--- config.mk ---
export PLATFORM = sky130hd
export DESIGN_NAME = decode_stage
export DESIGN_NICKNAME = d
export VERILOG_FILES = /design/src/rtl/decode_stage.sv
export SDC_FILE = /design/constraint.sdc
export NUM_CORES = 1
export LEC_CHECK = 0
export CAP_MARGIN = 20
export CORE_ASPECT_RATIO = 1.1
export CORE_MARGIN = 2
export CORE_UTILIZATION = 65
export CTS_CLUSTER_DIAMETER = 60
export DETAILED_ROUTE_END_ITERATION = 6
export PLACE_DENSITY = 0.87
export RECOVER_POWER = 100
export SYNTH_ARGS = -nofsm -noshare
export SYNTH_HDL_FRONTEND = slang
export SYNTH_SLANG_ARGS = --single-unit
--- constraint.sdc ---
create_clock -name clk -period 4.8 [get_ports clk]
set_clock_uncertainty 0.15 [all_clocks]
set_input_delay 1.2 -clock clk [delete_from_list [all_inputs] [get_ports clk]]
set_output_delay 1.2 -clock clk [all_outputs]
set_load 0.005 [all_outputs]
--- src/rtl/decode_stage.sv ---
// Instruction-decode stage: field split, 32x16 GPR file, per-register scoreboard,
// and a registered operand bundle handed to execute over valid/ready.
module decode_stage #(
  parameter int unsigned NUM_GPR = 32,
  parameter int unsigned DATA_W  = 16,
  parameter logic [4:0]  OPC_NOP = 5'b00000,
  parameter logic [4:0]  OPC_MOV = 5'b00001
) (
  input  logic              clk,
  input  logic              rst_n,
  input  logic              if_valid,
  output logic              if_ready,
  input  logic [31:0]       if_ir,
  output logic              ex_valid,
  input  logic              ex_ready,
  output logic [4:0]        ex_oper_type,
  output logic [4:0]        ex_rdst,
  output logic              ex_imm_mode,
  output logic [DATA_W-1:0] ex_op1,
  output logic [DATA_W-1:0] ex_op2,
  input  logic              wb_en,
  input  logic [4:0]        wb_addr,
  input  logic [DATA_W-1:0] wb_data,
  input  logic              flush
);

  logic [DATA_W-1:0]  gpr_q [NUM_GPR];
  logic [NUM_GPR-1:0] pending_q, pending_d;

  logic [4:0]  oper_type, rdst, rsrc1, rsrc2;
  logic        imm_mode;
  logic [15:0] imm;

  assign oper_type = if_ir[31:27];
  assign rdst      = if_ir[26:22];
  assign rsrc1     = if_ir[21:17];
  assign imm_mode  = if_ir[16];
  assign rsrc2     = if_ir[15:11];
  assign imm       = if_ir[15:0];

  logic uses1, uses2, writes;
  logic wb_hit1, wb_hit2, wb_hitd;
  logic hazard, accept;

  assign uses1  = !((oper_type == OPC_MOV) && imm_mode);
  assign uses2  = !imm_mode;
  assign writes = (oper_type != OPC_NOP);

  assign wb_hit1 = wb_en && (wb_addr == rsrc1);
  assign wb_hit2 = wb_en && (wb_addr == rsrc2);
  assign wb_hitd = wb_en && (wb_addr == rdst);

  // A writeback landing this cycle resolves the dependency via the operand bypass.
  assign hazard = (uses1  && pending_q[rsrc1] && !wb_hit1) ||
                  (uses2  && pending_q[rsrc2] && !wb_hit2) ||
                  (writes && pending_q[rdst]  && !wb_hitd);

  assign if_ready = !flush && !hazard && (!ex_valid || ex_ready);
  assign accept   = if_valid && if_ready;

  logic [DATA_W-1:0] op1_rd, op2_rd;

  assign op1_rd = wb_hit1 ? wb_data : gpr_q[rsrc1];
  assign op2_rd = imm_mode ? DATA_W'(imm) : (wb_hit2 ? wb_data : gpr_q[rsrc2]);

  // Set is applied last so a same-edge issue keeps ownership of the register.
  always_comb begin
    pending_d = pending_q;
    if (wb_en) begin
      pending_d[wb_addr] = 1'b0;
    end
    if (flush && ex_valid && (ex_oper_type != OPC_NOP)) begin
      pending_d[ex_rdst] = 1'b0;
    end
    if (accept && writes) begin
      pending_d[rdst] = 1'b1;
    end
  end

  always_ff @(posedge clk or negedge rst_n) begin
    if (!rst_n) begin
      for (int i = 0; i < NUM_GPR; i++) begin
        gpr_q[i] <= '0;
      end
      pending_q <= '0;
    end else begin
      if (wb_en) begin
        gpr_q[wb_addr] <= wb_data;
      end
      pending_q <= pending_d;
    end
  end

  always_ff @(posedge clk or negedge rst_n) begin
    if (!rst_n) begin
      ex_valid     <= 1'b0;
      ex_oper_type <= '0;
      ex_rdst      <= '0;
      ex_imm_mode  <= 1'b0;
      ex_op1       <= '0;
      ex_op2       <= '0;
    end else if (accept) begin
      ex_valid     <= 1'b1;
      ex_oper_type <= oper_type;
      ex_rdst      <= rdst;
      ex_imm_mode  <= imm_mode;
      ex_op1       <= op1_rd;
      ex_op2       <= op2_rd;
    end else if (flush || ex_ready) begin
      ex_valid <= 1'b0;
    end
  end

endmodule
After elaboration in Yosys (flattened, before gate mapping)
Index checks and enable logic that the tools add are counted.
{ "classes": {"eq_ne": 4, "n_div": 0, "bitwise_logic": 8, "shifts": 0, "multipliers": 0, "mux": 29, "n_reduce_logical": 35, "add_sub_neg": 0, "n_lt_le_gt_ge": 12} }
{ "ops": {"columns": ["op", "count"], "rows": [
  ["512-bit bitwise mux", 1],
  ["16-bit binary-select mux with 5-bit select", 2],
  ["16-bit two-way mux", 8],
  ["32-bit two-way mux", 3],
  ["16-bit demux with 5-bit select", 1],
  ["32-bit AND", 2],
  ["32-bit inverter", 2],
  ["32-bit OR", 1],
  ["5-bit by 6-bit < comparator with 1-bit output, second input constant", 5],
  ["1-bit logical AND", 20],
  ["6-bit >= comparator, second input constant", 3],
  ["5-bit inverter with 6-bit output", 3],
  ["1-bit binary-select mux with 5-bit select", 3],
  ["1-bit demux with 5-bit select", 3],
  ["5-bit equality test", 3],
  ["5-bit by 1-bit >= comparator with 1-bit output, second input constant", 3],
  ["5-bit nonzero test", 2],
  ["1-bit logical NOT", 8],
  ["1-bit two-way mux", 8],
  ["6-bit by 1-bit < comparator with 1-bit output, second input constant", 1],
  ["5-bit by 1-bit equality test with 1-bit output, second input constant", 1],
  ["1-bit logical OR", 4],
  ["2-bit nonzero test", 1]
]} }
{ "word_totals": {"rom_bits": 0, "elab_cells": 127, "regBits": 588, "mem_count": 0, "latchBits": 0, "out_inout_bits": 45, "ramBits": 0, "in_bits": 59} }

Depth between registers and ports, before layout
{ "logic_depth": {"ltp_word": 13, "depth_mapped": 11, "mapped_depth_nobuf": 7} }

Least setup slack after synthesis
Ideal clock, no wire load.
{ "synth_timing": {"path_kind": "input to output", "from": "input wb_addr[0]", "to": "output if_ready", "path_buffers": 1, "required_ps": 3450, "cell_stages": 7, "arrival_time_ps": 2723, "slack_ps": 727, "path_cell_list": "buf_2 -> xor2_1 -> nor4_1 -> and3_1 -> nor3_1 -> a22oi_2 -> and4b_1"} }
{ "synth_via": {"elab_chain_len": 9, "elab_cells_between_ends": 17, "classes_between": "eq/ne: 3; reduce/logical: 14"} }
{ "synth_rtl": {"columns": ["item", "line_no", "text"], "rows": [
  ["start: declaration", "22", "input logic [4:0] wb_addr,"],
  ["5-bit equality test, on equally long branches", "49, 50", null],
  ["1-bit logical AND, on equally long branches", "49, 50", null],
  ["1-bit logical NOT, on equally long branches", "54, 55", null],
  ["1-bit logical AND, on equally long branches", "54, 55", null],
  ["1-bit logical OR", "54", "assign hazard = (uses1 && pending_q[rsrc1] && !wb_hit1) ||"],
  ["1-bit logical OR (*)", "55", "(uses2 && pending_q[rsrc2] && !wb_hit2) ||"],
  ["1-bit logical NOT (*)", "58", "assign if_ready = !flush && !hazard && (!ex_valid || ex_ready);"],
  ["1-bit logical AND (*) (2 in a row)", "58", null],
  ["end: declaration", "12", "output logic if_ready,"]
]} }
Mark *: on every way between the ends. The rest lies on a longest branch, timed or not.

Worst setup path after layout
{ "layout_timing": {"from": "input if_ir[24]", "to": "output if_ready"} }
{ "layout_via": {"elab_chain_len": 8, "elab_cells_between_ends": 11, "classes_between": "eq/ne: 1; mux: 2; reduce/logical: 8"} }
{ "layout_rtl": {"columns": ["item", "line_no", "text"], "rows": [
  ["start: declaration", "13", "input logic [31:0] if_ir,"],
  ["1-bit binary-select mux with 5-bit select or 5-bit equality test (tied branches)", "56, 51", null],
  ["1-bit two-way mux (not written as such) or 1-bit logical AND (tied branches)", "56, 51", null],
  ["1-bit logical AND or 1-bit logical NOT (tied branches)", "56", "(writes && pending_q[rdst] && !wb_hitd);"],
  ["1-bit logical AND (*)", "56", null],
  ["1-bit logical OR (*)", "55", null],
  ["1-bit logical NOT (*)", "58", null],
  ["1-bit logical AND (*) (2 in a row)", "58", null]
]} }
Mark *: on every way between the ends. The rest lies on a longest branch, timed or not. The select of a mux whose other input is x is not followed.

==> impl_metrics.yaml <==
status:
  status: "complete, but fails checks"
  violations: "max-capacitance violations, max-slew violations"
global_route:
  grt_pass1_vias: 22300
  grt_first_pass_wirelength_um: 143000
  grt_max_degree: 105
  grt_use_total_pct: 38.1
  overflow: 0
  antenna_found_initial: 1
pwr:
  vdd_drop_max_v: 0.000363
  p_per_area_nw_per_um2: 417
  leakagePower_nw: 15.1
sta:
  slew_headroom_pct: -93.3
  tightest_slew_ns: 2.90
  rsz0062_at_grt: "no"
  fmax_mhz: 215
  finalSetupTns_ns: 0
  setup_viol: 0
  finalMaxSlewViolations: 426
  fin_crit_ns: 4.65
  finalCritPeriodShare_pct: 96.9
  hold_viol: 0
synth:
  syn_inst: 2058
  avgSynthCellArea_um2: 15.6
  yosys-top-cells-area: "dfrtp_1 46%, mux4_2 23%, mux2_2 19%, clkbuf_1 1.6%, o41ai_2 1.6%"
  syn_nets: 2117
  yosysTopAreaCellShare_pct: 45.9
  synth_largest_area_cell: "dfrtp_1"
  synth_area_um2: 32100
  synth_ff_type: "dfrtp_1"
  ys_ff_latch: 588
  ys_warn_count: 0
  synth-edff-count: 0
  ys_seq_area_share_pct: 45.9
  netlist-cell-type-count: 47
  synthArstFlopShare_pct: 100
clock_tree:
  clockRootBuffer: "clkbuf_16"
  clock_sinks: 588
  h-tree-depth: 2
  cts_tree: "built"
  insertion_delay_ns: 0.64
  cts_buffers: 59
  clk_pin_slew_ns: 0.06
  cts_buffer_depth: 3
drt:
  remaining_drc_errors: 0
  viasPerCell: 7.48
  drtIter0Drc: 2281
  wl_per_cell_um: 33.3
  dr.pass1.iters: 6
  ant_nets: 0
  routed_wl_um: 94400
  vias: 21200
worst_setup_path:
  worstReg2RegEnd: "ex_op2[13]$_DFFE_PN0P_"
  critPathMaxFanout: 6
  cp.arrival_ns: 3.30
  r2r-start: "pending_q[3]$_DFF_PN0_"
  ff2ff_setup_slack_ns: 0.70
  end_kind: "output pin"
  crit_required_ns: 3.45
  reg2regPathDepth: 10
  cp-start-kind: "input port"
  path_class: "in -> out"
job:
  drv_cap: 20
layout:
  final_cells: 2838
  syn2layout_area_growth_pct: 11.3
  diodes: 0
  drive_above_1_share_pct: 49.5
  nNetsFinal: 2201
floorplanning:
  fp.dieArea_um2: 51200
  die_w_um: 216
  fp-row-count: 85
  coreArea_um2: 48800
  die_y_um: 237
  start_util_pct: 65.7
  io_pins: 104
min_path:
  hp-class: "reg -> reg"
  hold-path-endpoint: "ex_op1[9]$_DFFE_PN0P_"
  holdPathStages: 1
  holdCritStartpoint: "ex_op1[9]$_DFFE_PN0P_"
place:
  placed_cells: 2726
  hpwl_um: 57400
  place_congestion: 0.987
  io_buffers: 103
==> layer usage <==
| layer | global-route usage [%] | part of all wire [%] | vias up |
|---|---|---|---|
| li1 | - | - | 8247 |
| met4 | 20.8 | 6.4 | 2 |
| met3 | 10.3 | 11 | 390 |
| met2 | 57.2 | 47 | 1401 |
| met5 | 0 | 0.013 | - |
| met1 | 51.3 | 36 | 11200 |
==> worst max-delay path: stages <==
cell and delay (ns):
clkdlybuf4s50_1 0.55, or3b_2 0.50, o21ai_0 0.18, nor2_1 0.06, o211ai_1 0.18, a21oi_1 0.13, and4b_1 0.23, dlygate4sd2_1 0.28
==> repair_timing <==
| item | 4_1_cts | 5_1_grt |
|---|---|---|
| setup endpoints to repair | 1 | 0 |
| hold buffers | 0 | 0 |
| endpoints found under the hold margin | 0 | 0 |
| resized for setup | 9 | 0 |
| setup buffers | 2 | 0 |
==> per-stage QoR <==
stage	power, mW	setup WS [ns]	utilization (%)	area (um^2)	hold slack, ns
5_1_grt	15.4	0.0299	73.1	35700	0.369
4_1_cts	15.0	0.164	74.0	36100	0.356
6_report	14.9	0.149	73.1	35700	0.353
3_3_place_gp	10.0	-0.271	69.9	34100	0.338
2_1_floorplan	9.00	0.727	-	32100	0.341
3_5_place_dp	10.3	-0.305	69.9	34100	0.342
==> cell usage after synthesis (6+ instances only) <==
cell      count
mux4_2      330
nand3b_1      7
nor3b_1      13
nand2b_1      6
or3b_2        6
mux2_4        7
xor2_1       12
nand3_1       9
mux2i_1      49
o221ai_1      8
a221oi_1      7
a22oi_1       7
nand2_1      72
o21ai_0      20
o41ai_2      32
buf_2        33
o311ai_0      6
mux2_2      548
buf_1        19
nor2_1       27
a21oi_1       8
clkbuf_1    139
inv_1         8
buf_4        11
nor4_1        6
dfrtp_1     588
o211ai_1     28
nor2b_1      10
==> registers in the layout, summed over array words and instances, names as in the netlist <==
register and flops:
gpr_q 512, pending_q 32, ex_op1 16, ex_op2 16, ex_oper_type 5, ex_rdst 5, ex_imm_mode 1, ex_valid 1
==> how the worst max path moves through the flow <==
stage	cells after the start	slack [ns]	endpoint	startpoint
finish	8	0.15	if_ready	if_ir[24]
global placement	8	-0.27	if_ready	if_ir[22]
floorplan	7	0.73	if_ready	wb_addr[0]
CTS	8	0.16	if_ready	if_ir[24]
detailed placement	8	-0.30	if_ready	if_ir[22]
global route	8	0.03	if_ready	if_ir[24]
==> final cells by class <==
cell class | instances | area, um^2
Clock inverter | 13 | 155
Tap cell | 652 | 816
Timing Repair Buffer | 231 | 1920
Inverter | 8 | 30.0
Multi-Input combinational cell | 1254 | 16300
Fill cell | 2923 | 13100
Clock buffer | 92 | 1790
Sequential cell | 588 | 14700
==> layout by cell type (no fill, tap or decap), drive strengths merged, types with 4 or more instances in the layout <==
cell type / n
a21oi: 8
a221oi: 7
a22oi: 8
buf: 76
clkbuf: 153
clkdlybuf4s50: 42
clkinv: 9
dfrtp: 588
dlygate4sd2: 5
dlygate4sd3: 46
inv: 9
mux2: 555
mux2i: 49
mux4: 330
nand2: 72
nand2b: 6
nand3: 9
nand3b: 7
nor2: 27
nor2b: 10
nor3b: 13
nor4: 6
o211ai: 28
o21ai: 20
o221ai: 8
o22ai: 5
o311ai: 6
o41ai: 32
or2: 4
or3b: 6
xor2: 12
==> where the power goes <==
group          leakage (nW)  switching [mW]  total [mW]  internal [mW]
clock                 0.964            1.98        4.69           2.70
sequential             7.53           0.824        6.81           5.98
combinational          6.63            1.29        3.40           2.11
total                  15.1            4.10        14.9           10.8
==> logic make-up after synthesis <==
kind of cell / Yosys count / synth area share, %
mux: 934 / 44.2
simple gates: 174 / 2.74
flops: 588 / 45.9
compound gates: 131 / 3.81
buf+inv: 216 / 2.94
xor+xnor: 15 / 0.409
Note: power is estimated with default switching activity, not from simulation.
